$ cat config.mk
export PLATFORM = sky130hd
export DESIGN_NAME = spi_transmit
export DESIGN_NICKNAME = d
export VERILOG_FILES = /design/src/rtl/spi_pkg.sv /design/src/rtl/spi_tx_hold_buffer.sv /design/src/rtl/spi_transmit.sv
export SDC_FILE = /design/constraint.sdc
export NUM_CORES = 1
export LEC_CHECK = 0
export ABC_AREA = 0
export CORE_MARGIN = 2
export CORE_UTILIZATION = 35
export CTS_CLUSTER_SIZE = 14
export DETAILED_ROUTE_END_ITERATION = 16
export SKIP_LAST_GASP = 1
export SYNTH_ARGS = -nofsm -noshare
export SYNTH_HDL_FRONTEND = slang
export SYNTH_SLANG_ARGS = --single-unit
$ cat constraint.sdc
create_clock -name spiClk -period 2.4 [get_ports spiClk]
set_clock_uncertainty 0.05 [all_clocks]
set_input_delay 0.6 -clock spiClk [delete_from_list [all_inputs] [get_ports spiClk]]
set_output_delay 0.6 -clock spiClk [all_outputs]
set_load 0.01 [all_outputs]
$ cat src/rtl/spi_pkg.sv
// Shared SPI framing constants and state encoding used by the receive and transmit blocks.
package spi_pkg;

   localparam int FRAME_BITS = 16;
   localparam int DATA_BITS  = 12;
   localparam int PAD_BITS   = FRAME_BITS - DATA_BITS;

   typedef enum logic [1:0] {
      WAITING  = 2'd0,
      SHIFTING = 2'd1,
      DONE     = 2'd2
   } spiState_t;

endpackage

$ cat src/rtl/spi_tx_hold_buffer.sv
// One-entry valid/ready holding register between the core and the SPI shifter.
// The shifter empties it with take; a load is only accepted while it is empty.
module spi_tx_hold_buffer
   import spi_pkg::*;
#(
   parameter int dataBits = DATA_BITS
) (
   input  logic                spiClk,
   input  logic                reset,
   input  logic [dataBits-1:0] loadData,
   input  logic                loadValid,
   output logic                loadReady,
   input  logic                take,
   output logic                holdFull,
   output logic [dataBits-1:0] holdData
);

   logic                fullReg;
   logic [dataBits-1:0] dataReg;

   // take only happens while full and a load only while empty, so they never collide
   always_ff @(negedge spiClk or posedge reset) begin
      if (reset) begin
         fullReg <= 1'b0;
         dataReg <= '0;
      end else if (take) begin
         fullReg <= 1'b0;
      end else if (loadValid && !fullReg) begin
         fullReg <= 1'b1;
         dataReg <= loadData;
      end
   end

   assign loadReady = ~fullReg;
   assign holdFull  = fullReg;
   assign holdData  = dataReg;

endmodule

$ cat src/rtl/spi_transmit.sv
// SPI peripheral-mode transmitter: shifts 12-bit result words out MSB first in
// zero-padded 16-bit frames, with a one-word holding buffer ahead of the shifter.
module spi_transmit
   import spi_pkg::*;
#(
   parameter int frameBits = FRAME_BITS,
   parameter int dataBits  = DATA_BITS
) (
   input  logic                spiClk,
   input  logic                reset,
   input  logic                ncs,
   input  logic [dataBits-1:0] readData,
   input  logic                readValid,
   output logic                readReady,
   input  logic                clearUnderrun,
   output logic                sdo,
   output logic                sdoEnable,
   output logic                frameDone,
   output logic                underrun
);

   localparam int countW = $clog2(frameBits);
   localparam logic [countW-1:0] countStart = countW'(frameBits - 2);

   spiState_t                state, stateNext;
   logic [frameBits-1:0]     shiftReg, shiftNext;
   logic [countW-1:0]        bitCounter, counterNext;
   logic                     armed, armedNext;
   logic                     underrunReg, underrunNext;
   logic                     take;
   logic                     holdFull;
   logic [dataBits-1:0]      holdData;
   logic [frameBits-1:0]     holdFrame;

   spi_tx_hold_buffer #(
      .dataBits (dataBits)
   ) holdBuffer (
      .spiClk    (spiClk),
      .reset     (reset),
      .loadData  (readData),
      .loadValid (readValid),
      .loadReady (readReady),
      .take      (take),
      .holdFull  (holdFull),
      .holdData  (holdData)
   );

   assign holdFrame = {holdData, {(frameBits - dataBits){1'b0}}};

   always_ff @(negedge spiClk or posedge reset) begin
      if (reset) begin
         state       <= WAITING;
         shiftReg    <= '0;
         bitCounter  <= countStart;
         armed       <= 1'b0;
         underrunReg <= 1'b0;
      end else begin
         state       <= stateNext;
         shiftReg    <= shiftNext;
         bitCounter  <= counterNext;
         armed       <= armedNext;
         underrunReg <= underrunNext;
      end
   end

   always_comb begin
      stateNext    = state;
      shiftNext    = shiftReg;
      counterNext  = bitCounter;
      armedNext    = armed;
      underrunNext = clearUnderrun ? 1'b0 : underrunReg;
      take         = 1'b0;

      case (state)
         WAITING, DONE: begin
            if (!ncs) begin
               // Start edge; DONE with ncs low is the first shift of a back-to-back frame
               stateNext   = SHIFTING;
               counterNext = countStart;
               if (armed) begin
                  shiftNext = shiftReg << 1;
               end else begin
                  shiftNext    = '0;
                  underrunNext = 1'b1;
               end
            end else begin
               stateNext = WAITING;
               if (!armed && holdFull) begin
                  shiftNext = holdFrame;
                  armedNext = 1'b1;
                  take      = 1'b1;
               end
            end
         end

         SHIFTING: begin
            if (ncs) begin
               // Chip select lost mid-frame: drop the partial word without a frameDone
               stateNext = WAITING;
               shiftNext = '0;
               armedNext = 1'b0;
            end else if (bitCounter != '0) begin
               shiftNext   = shiftReg << 1;
               counterNext = bitCounter - 1'b1;
            end else begin
               stateNext = DONE;
               shiftNext = shiftReg << 1;
               armedNext = 1'b0;
               if (holdFull) begin
                  shiftNext = holdFrame;
                  armedNext = 1'b1;
                  take      = 1'b1;
               end
            end
         end

         default: begin
            stateNext = WAITING;
            shiftNext = '0;
            armedNext = 1'b0;
         end
      endcase
   end

   assign sdo       = ncs ? 1'b0 : shiftReg[frameBits-1];
   assign sdoEnable = ~ncs;
   assign frameDone = (state == DONE);
   assign underrun  = underrunReg;

endmodule

# Yosys cells after proc, flatten, opt, wreduce, memory -nomap -nowiden
# Cells that the tools add are included.
# totals
ff_bits	37
latch_bits	0
ramBits	0
romBits	0
input_bits	17
out_inout_bits	5
wordCells	65
memories	0
# op_classes
addsub	1
multipliers	0
div_mod_pow	0
n_lt_le_gt_ge	0
n_eq_ne	9
n_shift	0
n_mux	33
bitwise_logic	3
reduce_logical	12
# op_table
operator	count
16-bit 2-to-1 mux	6
16-bit one-hot mux with 2 select lines	1
1-bit 2-to-1 mux	17
4-bit 2-to-1 mux	3
2-bit inequality test (second input constant)	5
4-bit one-hot mux with 2 select lines	1
3-bit inequality test (second input constant)	2
2-bit 2-to-1 mux	2
1-bit one-hot mux with 2 select lines	2
2-bit one-hot mux with 2 select lines	1
4-bit AND reduction	1
2-bit nonzero test	2
4-bit nonzero test	1
4-bit by 1-bit subtractor with 4-bit output (second input constant)	1
1-bit inverter	3
3-bit AND reduction	1
2-bit by 1-bit == test with 1-bit output (second input constant)	1
2-bit == test (second input constant)	1
1-bit logical AND	2
1-bit zero test	2
2-bit zero test	1
2-bit AND reduction	1
2-bit OR reduction	1

# Logic depth before layout (Yosys ltp)
# Gate-level depths: netlist (run 1).
# logic_depth
ltp_word	7
mapped_depth	6
ltp_nobuf	5

# Cells and area by module
# Synthesis (run 1) repeated with hierarchy kept, for this count alone.
# unflattened
cells_unflattened	182
hier_area_um2	2018.2
# modules_own_cells
module	n_inst	cells_each	area_each_um2	seq_area_each_um2
spi_transmit	1	151	1512.7	504.2
spi_tx_hold_buffer	1	31	505.5	325.3

==> out/qor.csv, run 1 <==
stage,metric,value,unit
detailed_routing,drt-met1-wl,1810,um
yosys,synth.top_cell.area_share,46.3,%
yosys,ys_types,34,
global_routing,grt_first_pass_wirelength,6830,um
sta,rsz0062_at_grt,true,
global_routing,grt_pass1_vias,1393,
floorplan,die_y,72.0,um
global_routing,gr-usage-all-layers,17.3,%
power_and_ir_drop,power.leakage,0.00105,uW
yosys,synth-async-reset-ratio,100,%
yosys,ys_ff_latch,33,
yosys,syn_nets,165,
sta,relSlewSlack,62.8,%
floorplan,fp-row-count,24,
sta,hold_violations,0,
yosys,synth.largest_area_cell,dfrtn_1,
layout,nNetsFinal,211,
critical_path,path_class,reg -> out,
power_and_ir_drop,finalPower,2310,uW
cts,cts_tree,done,
yosys,synth.area.top_cells,"dfrtn_1, mux2_2, mux2i_1, o221ai_1, dfstp_2",
sta,slew_viol_final,0,
critical_path,r2r_start,bitCounter[0],
sta,setup_viol,22,
critical_path,r2r_cells,5,
place,numPortBuffers,21,
detailed_routing,wl_met3,144,um
cts,cts.sinks,33,
min_path,hold_start,holdBuffer.holdData[0],
floorplan,die_area,5190,um^2
sta,tightest_slew,0.558,ns
min_path,whs_path_depth,2,
yosys,synthTopCellsByCount,"dfrtn_1, inv_1",
global_routing,grt_max_degree,20,
place,dpl.hpwl,2550,um
floorplan,start_util,36.7,%
min_path,holdCritPathClass,reg -> reg,
flow_run,max_cap_violations,0,
layout,diodes,0,
detailed_routing,route.met2.wl,1880,um
layout,regArea,830,um^2
status,status,finished with violations,
layout,multiInputGateArea,826,um^2
floorplan,core,4410,um^2
min_path,whs_endpoint,shiftReg[4],
yosys,synth_cells,147,
power_and_ir_drop,ir_worst_vdd,0.493,mV
cts,hold_buffers,0,
layout,layout.filler_cells,383,
yosys,ys.flop_type,dfrtn_1,
critical_path,critPathArrivalTime,2.18,ns
detailed_routing,ant_nets,0,
critical_path,cp-start-kind,flop,
cts,cts_buffer_depth,2,
layout,area_delta_synth_final,48.0,%
yosys,yosys_warnings,0,
yosys,syn_area_per_cell,11.0,um^2
global_routing,grt_remaining_overflow,0,
yosys,synth_area,1620,um^2
critical_path,critPathRequiredTime,1.75,ns
critical_path,crit_fanout,2,
detailed_routing,first_pass_iters,4,
floorplan,die_width,72.0,um
detailed_routing,first_iter_violations,80,
yosys,synth_enable_flop_cells,0,
place,pre_cts_slack,-0.899,ns
cts,htreeDepth,2,
critical_path,cp-end-kind,output pin,
critical_path,rrSetupSlack,0.56,ns
detailed_routing,vias,1298,
sta,fin_ws,-0.427,ns
cts,clock_latency,0.34,ns
detailed_routing,viasPerCell,5.28,
layout,drive_above_1_share,38.1,%
critical_path,reg2reg_to,bitCounter[0],
place,place_congestion,0.777,
cts,cts_root_buf,clkbuf_8,
status,violations,setup timing,
power_and_ir_drop,p_per_area,963,nW/um^2
detailed_routing,totalWireLength,3880,um
cts,clk_pin_slew,0.05,ns
cts,cts_buffers,5,
yosys,seq_area_frac_synth,51.2,%
detailed_routing,route.detailed.drc,0,
yosys,synth_most_common_cell,dfrtn_1,
detailed_routing,routed.top_layer,met4,
floorplan,ios,22,
detailed_routing,routedWlPerCell,15.8,um
global_routing,antenna_found_initial,0,
sequential cells by signal (all words and copies together), names as in the netlist:
name,cells
holdBuffer.holdData,12
underrun,1
bitCounter,4
shiftReg,12
holdBuffer.holdFull,1
state,2
armed,1
worst max-delay path, cell delays in order (launching register included):
cell and delay, ns:
dfrtn_1 0.42, nor2b_4 0.16, buf_6 0.11
power breakdown:
part | switching [uW] | leakage, uW | internal (uW)
clock network | 207 | 0.0000735 | 296
registers | 153 | 0.000411 | 774
logic | 370 | 0.000570 | 510
total | 730 | 0.00105 | 1580
cell usage in the layout (no fill, tap or decap), types with 2 or more instances in the layout:
master           instances
dfrtn_1                 30
o21ai_0                  3
a21oi_1                  3
nand2_1                  3
nand3_1                 11
buf_2                    2
nor2b_4                  3
inv_1                   20
mux2_4                  11
a22oi_1                  2
and2_1                   2
o221ai_2                11
clkbuf_8                 8
clkdlybuf4s50_1         15
dfstp_2                  3
buf_4                   17
and3_1                   2
o32ai_1                  3
buf_6                    8
mux2i_1                 11
buf_12                   4
nor2b_1                  2
o22ai_1                  2
per-layer routing:
layer / GRT usage [%] / vias up
met5: 0 / -
met4: 5.03 / 0
met3: 4.72 / 4
met2: 27.8 / 25
met1: 23.0 / 650
li1: - / 619
worst max path at each step:
stage | slack [ns] | depth (start not counted) | end | start
floorplan | -0.31 | 4 | holdBuffer.holdData[10] | readValid
detailed placement | -0.90 | 5 | shiftReg[14] | ncs
CTS | -0.42 | 2 | sdo | shiftReg[15]
finish | -0.43 | 2 | sdo | shiftReg[15]
global route | -0.45 | 2 | sdo | shiftReg[15]
global placement | -0.84 | 5 | shiftReg[14] | ncs
final cells by class:
class / instances / share of cell area [%]
well taps: 52 / 2.71
clock inverters: 3 / 0.469
multi-input cells: 85 / 34.4
clock buffers: 8 / 4.59
repair buffers: 47 / 20.2
inverters: 18 / 2.97
flip-flops and latches: 33 / 34.6
stage by stage:
stage	util [%]	hold slack [ns]	setup TNS (ns)	instance area, um^2	std cells
after floorplan	-	0.379	-5.24	1760	147
after global placement	48.3	0.409	-26.70	2130	228
after detailed placement	48.3	0.429	-27.70	2130	228
after CTS	53.8	0.432	-2.54	2370	244
after global routing	54.3	0.453	-2.94	2400	246
final	54.3	0.429	-2.32	2400	246
cell families after synthesis:
kind of cell               count (synthesis)  share of synthesized area [%]
AOI/OAI and AO/OA                         29                           13.6
adders and majority gates                  1                          0.772
buffers and inverters                     29                           7.41
DFF                                       33                           51.2
muxes                                     22                           14.4
and+or+nand+nor                           33                           12.6
timing repair:
| item | CTS | global route |
|---|---|---|
| resized for setup | 47 | 6 |
| buffers inserted | 4 | 3 |
| pin swaps | 2 | 2 |
| gates cloned | 2 | 0 |
| endpoints found under the setup margin | 38 | 27 |
(Power assumes the default switching activity.)
==> run 2, diff against run 1 <==
Settings changed: CAP_MARGIN set to 20, CORE_MARGIN 2 to 3.
==> out/qor.csv, run 2 (same netlist as run 1, synthesis figures left out) <==
stage,metric,value,unit,change
status,status,finished with violations,,
status,violations,setup timing,,
place,place_congestion,0.802,,+3.2%
critical_path,worst-path-buf-inv,1,,unchanged
detailed_routing,viasPerCell,5.41,,+2.6%
detailed_routing,routedWlPerCell,16.6,um,+5.1%
floorplan,fp-row-count,24,,unchanged
layout,layout.filler_cells,378,,-1.3%
layout,diodes,0,,unchanged
power_and_ir_drop,finalPower,2300,uW,-0.41%
cts,cts_buffers,5,,unchanged
floorplan,die_width,74.0,um,+2.8%
critical_path,cp-start-kind,flop,,
power_and_ir_drop,power.leakage,0.00102,uW,-2.9%
critical_path,crit_family,flip-flops,,
cts,htreeDepth,2,,unchanged
cts,clock_latency,0.34,ns,about the same
global_routing,grt_pass1_vias,1365,,-2.0%
floorplan,ios,22,,unchanged
sta,fin_ws,-0.399,ns,+0.0286 ns
detailed_routing,vias,1294,,-0.31%
critical_path,crit_fanout,2,,unchanged
critical_path,path_class,reg -> out,,
critical_path,cp-end-kind,output pin,,
flow_run,max_cap_violations,0,,unchanged
global_routing,gr-usage-all-layers,16.4,%,-0.89 points
floorplan,die_y,74.0,um,+2.8%
place,dpl.hpwl,2590,um,+1.8%
detailed_routing,first_iter_violations,85,,+6.3%
layout,final_common_cell,dfrtn_1,,
sta,setup_viol,15,,-32%
place,placed_cell_area,2120,um^2,-0.70%
layout,area_delta_synth_final,45.0,%,
sta,tightest_slew,0.552,ns,-0.00577 ns
critical_path,slowest_stage,dfrtn_1,,
critical_path,worstPathCellList,"nor2b_4, buf_6",,
min_path,holdCritPathClass,reg -> reg,,
power_and_ir_drop,ir_worst_vdd,0.458,mV,-7.0%
cts,cts_root_buf,clkbuf_8,,
layout,layout.cells.most_common_list,"dfrtn_1, inv_1, clkdlybuf4s50_1",,
sta,setup-tns-final,-2.09,ns,+0.233 ns
global_routing,grt_max_degree,18,,-10%
cts,cts.sinks,33,,unchanged
layout,nNetsFinal,204,,-3.3%
global_routing,grt_remaining_overflow,0,,unchanged
sta,rsz0062_at_grt,true,,
global_routing,grt_first_pass_wirelength,6670,um,-2.3%
floorplan,die_area,5480,um^2,+5.6%
sta,relSlewSlack,63.2,%,+0.38 points
detailed_routing,first_pass_iters,5,,+1
detailed_routing,route.detailed.drc,0,,unchanged
critical_path,cpPeakStageDelay,0.41,ns,about the same
place,numPortBuffers,21,,unchanged
sta,slew_viol_final,0,,unchanged
global_routing,antenna_found_initial,0,,unchanged
cts,clk_pin_slew,0.05,ns,about the same
power_and_ir_drop,p_per_area,979,nW/um^2,+1.7%
detailed_routing,ant_nets,0,,unchanged
detailed_routing,totalWireLength,3960,um,+2.1%
floorplan,core,4410,um^2,unchanged
sta,hold_violations,0,,unchanged
floorplan,start_util,36.7,%,unchanged
cts,cts_tree,done,,
cts,cts_buffer_depth,2,,unchanged
place,pre_cts_slack,-0.884,ns,+0.0143 ns
layout,drive_above_1_share,35.8,%,-2.3 points
layout,fin_util,53.2,%,-1.1 points
critical_path,critPathRequiredTime,1.75,ns,about the same
layout,postLayoutCellArea,2350,um^2,-2.0%
critical_path,critPathArrivalTime,2.15,ns,-0.03 ns
-- run 2: final cells by class --
type / count / area [um^2] / share of cell area (%)
multi-input combinational: 85 / 831 / 35.4
sequential: 33 / 830 / 35.3
timing repair buffer: 40 / 432 / 18.4
clock buffer: 8 / 110 / 4.69
inverter: 18 / 71.3 / 3.04
tap: 52 / 65.1 / 2.77
clock inverter: 3 / 11.3 / 0.479
-- run 2: power breakdown --
part	switching, uW	internal, uW
clock	209	296
sequential	153	774
combinational	374	494
-- run 2: final timing paths --
check,from,endpoint,cells after the start,slack [ns]
min,holdBuffer.holdData[0],shiftReg[4],2,0.44
max in group asynchronous,reset,holdBuffer.holdData[7],3,0.36
min reg2reg,holdBuffer.holdData[0],shiftReg[4],2,0.44
max,state[1],frameDone,2,-0.40
max reg2reg,bitCounter[0],holdBuffer.holdFull,5,0.59
min in group asynchronous,reset,bitCounter[0],3,1.78
-- run 2: timing repair --
action | 4_1_cts | 5_1_grt
buffers inserted | 1 | 0
pin swaps | 1 | 3
gates cloned | 2 | 0
gates resized for setup | 47 | 4
setup endpoints to repair | 38 | 28
hold buffers | 0 | 0
-- run 2: metal layers --
| metal | GRT usage (%) | up-vias | wire (um) | part of all wire (%) |
|---|---|---|---|---|
| met2 | 25.3 | 32 | 1850 | 47 |
| li1 | - | 618 | - | - |
| met4 | 4.83 | 0 | 43 | 1.1 |
| met1 | 22.2 | 638 | 1850 | 47 |
| met3 | 5.14 | 6 | 218 | 5.5 |
| met5 | 0 | - | 0 | 0 |
-- run 2: per-stage QoR --
| step | hold WS, ns | std cells |
|---|---|---|
| floorplan | 0.379 | 147 |
| global placement | 0.408 | 226 |
| detailed placement | 0.425 | 226 |
| CTS | 0.425 | 239 |
| global route | 0.465 | 239 |
| finish | 0.438 | 239 |
-- run 2: worst reg2reg max path, delay by kind of cell (launching register included) --
family / cells / cell delay (ns)
AO/OA/AOI/OAI: 1 / 0.08
adder cells (fa/ha/maj): 1 / 0.23
buffers and inverters: 1 / 0.09
flip-flops: 1 / 0.37
AND/OR/NAND/NOR: 2 / 0.83
==> run 3, diff against run 2 <==
Settings changed: CORE_MARGIN 3 to 8.
==> out/qor.csv, run 3 (same netlist as run 1, synthesis figures left out) <==
stage,metric,value,unit,change
power_and_ir_drop,p_int,1510,uW,-3.6%
floorplan,die_width,84.0,um,+14%
detailed_routing,viasPerCell,5.32,,-1.7%
sta,relSlewSlack,61.8,%,-1.3 points
detailed_routing,route.detailed.drc,0,,unchanged
critical_path,worstPathCellList,"nor2b_4, buf_6",,
cts,cts.sinks,33,,unchanged
layout,drive_above_1_share,37.2,%,+1.3 points
power_and_ir_drop,p_per_area,947,nW/um^2,-3.3%
place,dpl.hpwl,2770,um,+7.0%
layout,layout.cells.most_common_list,"dfrtn_1, inv_1, buf_4",,
place,numPortBuffers,21,,unchanged
critical_path,r2r_start,bitCounter[0],,
sta,hold_ws,0.415,ns,-0.0230 ns
place,pre_cts_slack,-0.878,ns,+0.00658 ns
detailed_routing,first_pass_iters,4,,-1
global_routing,grt_remaining_overflow,0,,unchanged
min_path,holdCritPathClass,reg -> reg,,
critical_path,cp-start-kind,flop,,
power_and_ir_drop,power_frac_seq,41.7,%,+1.4 points
critical_path,cp-end-kind,output pin,,
floorplan,die_y,84.0,um,+14%
global_routing,grt_first_pass_wirelength,6540,um,-2.0%
detailed_routing,first_iter_violations,87,,+2.4%
critical_path,slowest_stage,dfrtn_1,,
cts,clk_pin_slew,0.05,ns,about the same
sta,rsz0062_at_grt,true,,
sta,tightest_slew,0.572,ns,+0.0201 ns
critical_path,critPathRequiredTime,1.75,ns,about the same
sta,hold_violations,0,,unchanged
critical_path,crit_fanout,2,,unchanged
critical_path,worst-path-buf-inv,1,,unchanged
status,status,finished with violations,,
cts,cts_tree,done,,
detailed_routing,totalWireLength,3910,um,-1.2%
floorplan,ios,22,,unchanged
layout,diodes,0,,unchanged
floorplan,die_area,7060,um^2,+29%
power_and_ir_drop,netSwitchingFraction,32.4,%,+0.44 points
sta,fin_ws,-0.404,ns,-0.00553 ns
power_and_ir_drop,power_frac_clock,19.6,%,-2.4 points
cts,htreeDepth,2,,unchanged
detailed_routing,ant_nets,0,,unchanged
layout,final_cells,243,,+1.7%
floorplan,start_util,36.7,%,unchanged
cts,clock_latency,0.34,ns,about the same
global_routing,grt_max_degree,18,,unchanged
floorplan,fp-row-count,24,,unchanged
global_routing,grt_pass1_vias,1301,,-4.7%
place,dp_cells,229,,+1.3%
flow_run,max_cap_violations,0,,unchanged
global_routing,gr-usage-all-layers,11.2,%,-5.2 points
sta,setup_viol,14,,-1
detailed_routing,vias,1293,,-0.077%
critical_path,path_class,reg -> out,,
power_and_ir_drop,power.leakage,0.00103,uW,+0.49%
power_and_ir_drop,ir_worst_vdd,0.512,mV,+12%
critical_path,startpoint,shiftReg[15],,
min_path,hold_start,holdBuffer.holdData[0],,
cts,cts_buffers,5,,unchanged
global_routing,antenna_found_initial,0,,unchanged
detailed_routing,routedWlPerCell,16.1,um,-2.8%
critical_path,critPathArrivalTime,2.15,ns,about the same
place,place_congestion,0.791,,-1.3%
power_and_ir_drop,switchingPower,724,uW,-1.7%
layout,area_delta_synth_final,45.4,%,
layout,final_common_cell,dfrtn_1,,
power_and_ir_drop,comb_power_share,38.6,%,+0.9 points
cts,cts_buffer_depth,2,,unchanged
layout,nNetsFinal,209,,+2.5%
cts,cts_root_buf,clkbuf_8,,
status,violations,setup timing,,
floorplan,core,4410,um^2,unchanged
critical_path,cpPeakStageDelay,0.41,ns,about the same
critical_path,crit_family,flip-flops,,
sta,slew_viol_final,0,,unchanged
-- run 3: area by class of cell --
cell class / instances / area, um^2
repair buffers: 45 / 454
fillers: 358 / 2060
multi-input cells: 85 / 838
well taps: 52 / 65.1
flip-flops and latches: 33 / 830
clock buffers: 7 / 86.3
clock inverters: 3 / 11.3
inverters: 18 / 71.3
-- run 3: stage by stage --
step | power (uW) | instance area (um^2) | util [%] | TNS [ns]
4_1_cts | 2210 | 2280 | 51.6 | -1.66
3_5_place_dp | 1720 | 2130 | 48.2 | -27.35
2_1_floorplan | 1500 | 1760 | - | -5.24
6_report | 2230 | 2360 | 53.4 | -1.49
3_3_place_gp | 1690 | 2130 | 48.2 | -26.73
5_1_grt | 2370 | 2360 | 53.4 | -1.77
-- run 3: path summary, 6_finish.rpt --
check	end	slack [ns]	depth (start not counted)
hold / removal	shiftReg[4]	0.42	2
setup / recovery	sdo	-0.40	2
max in group asynchronous	shiftReg[14]	0.36	3
min in group asynchronous	bitCounter[0]	1.77	3
setup reg to reg	holdBuffer.holdFull	0.60	5
hold reg to reg	shiftReg[4]	0.42	2
-- run 3: what timing repair did --
action / in CTS / in global routing
cloned: 1 / 0
pin swaps: 1 / 2
resized for setup: 41 / 10
hold buffers: 0 / 0
buffers inserted: 0 / 4
endpoints found under the setup margin: 38 / 19
-- run 3: power groups by stage --
stage / Sequential, uW / Clock [uW] / Combinational, uW
after global placement: 923 / 10.4 / 754
after detailed placement: 936 / 10.4 / 772
after global routing: 958 / 479 / 937
after floorplan: 890 / 10.4 / 596
after CTS: 931 / 456 / 825
final: 930 / 438 / 862
-- run 3: tightest hold or removal path: cells and delay by family, from the launching register on --
family          cells  cell delay (ns)
flops               1             0.38
compound gates      1             0.11
buf+inv             1             0.05
-- run 3: routing by layer --
metal	vias up	share of wire, %	wire length (um)	global-route usage [%]
met5	-	0	0	0
met4	0	1.1	42	3.45
met3	6	5.0	195	4.20
met2	29	46	1820	16.4
met1	637	47	1860	14.9
li1	621	-	-	-
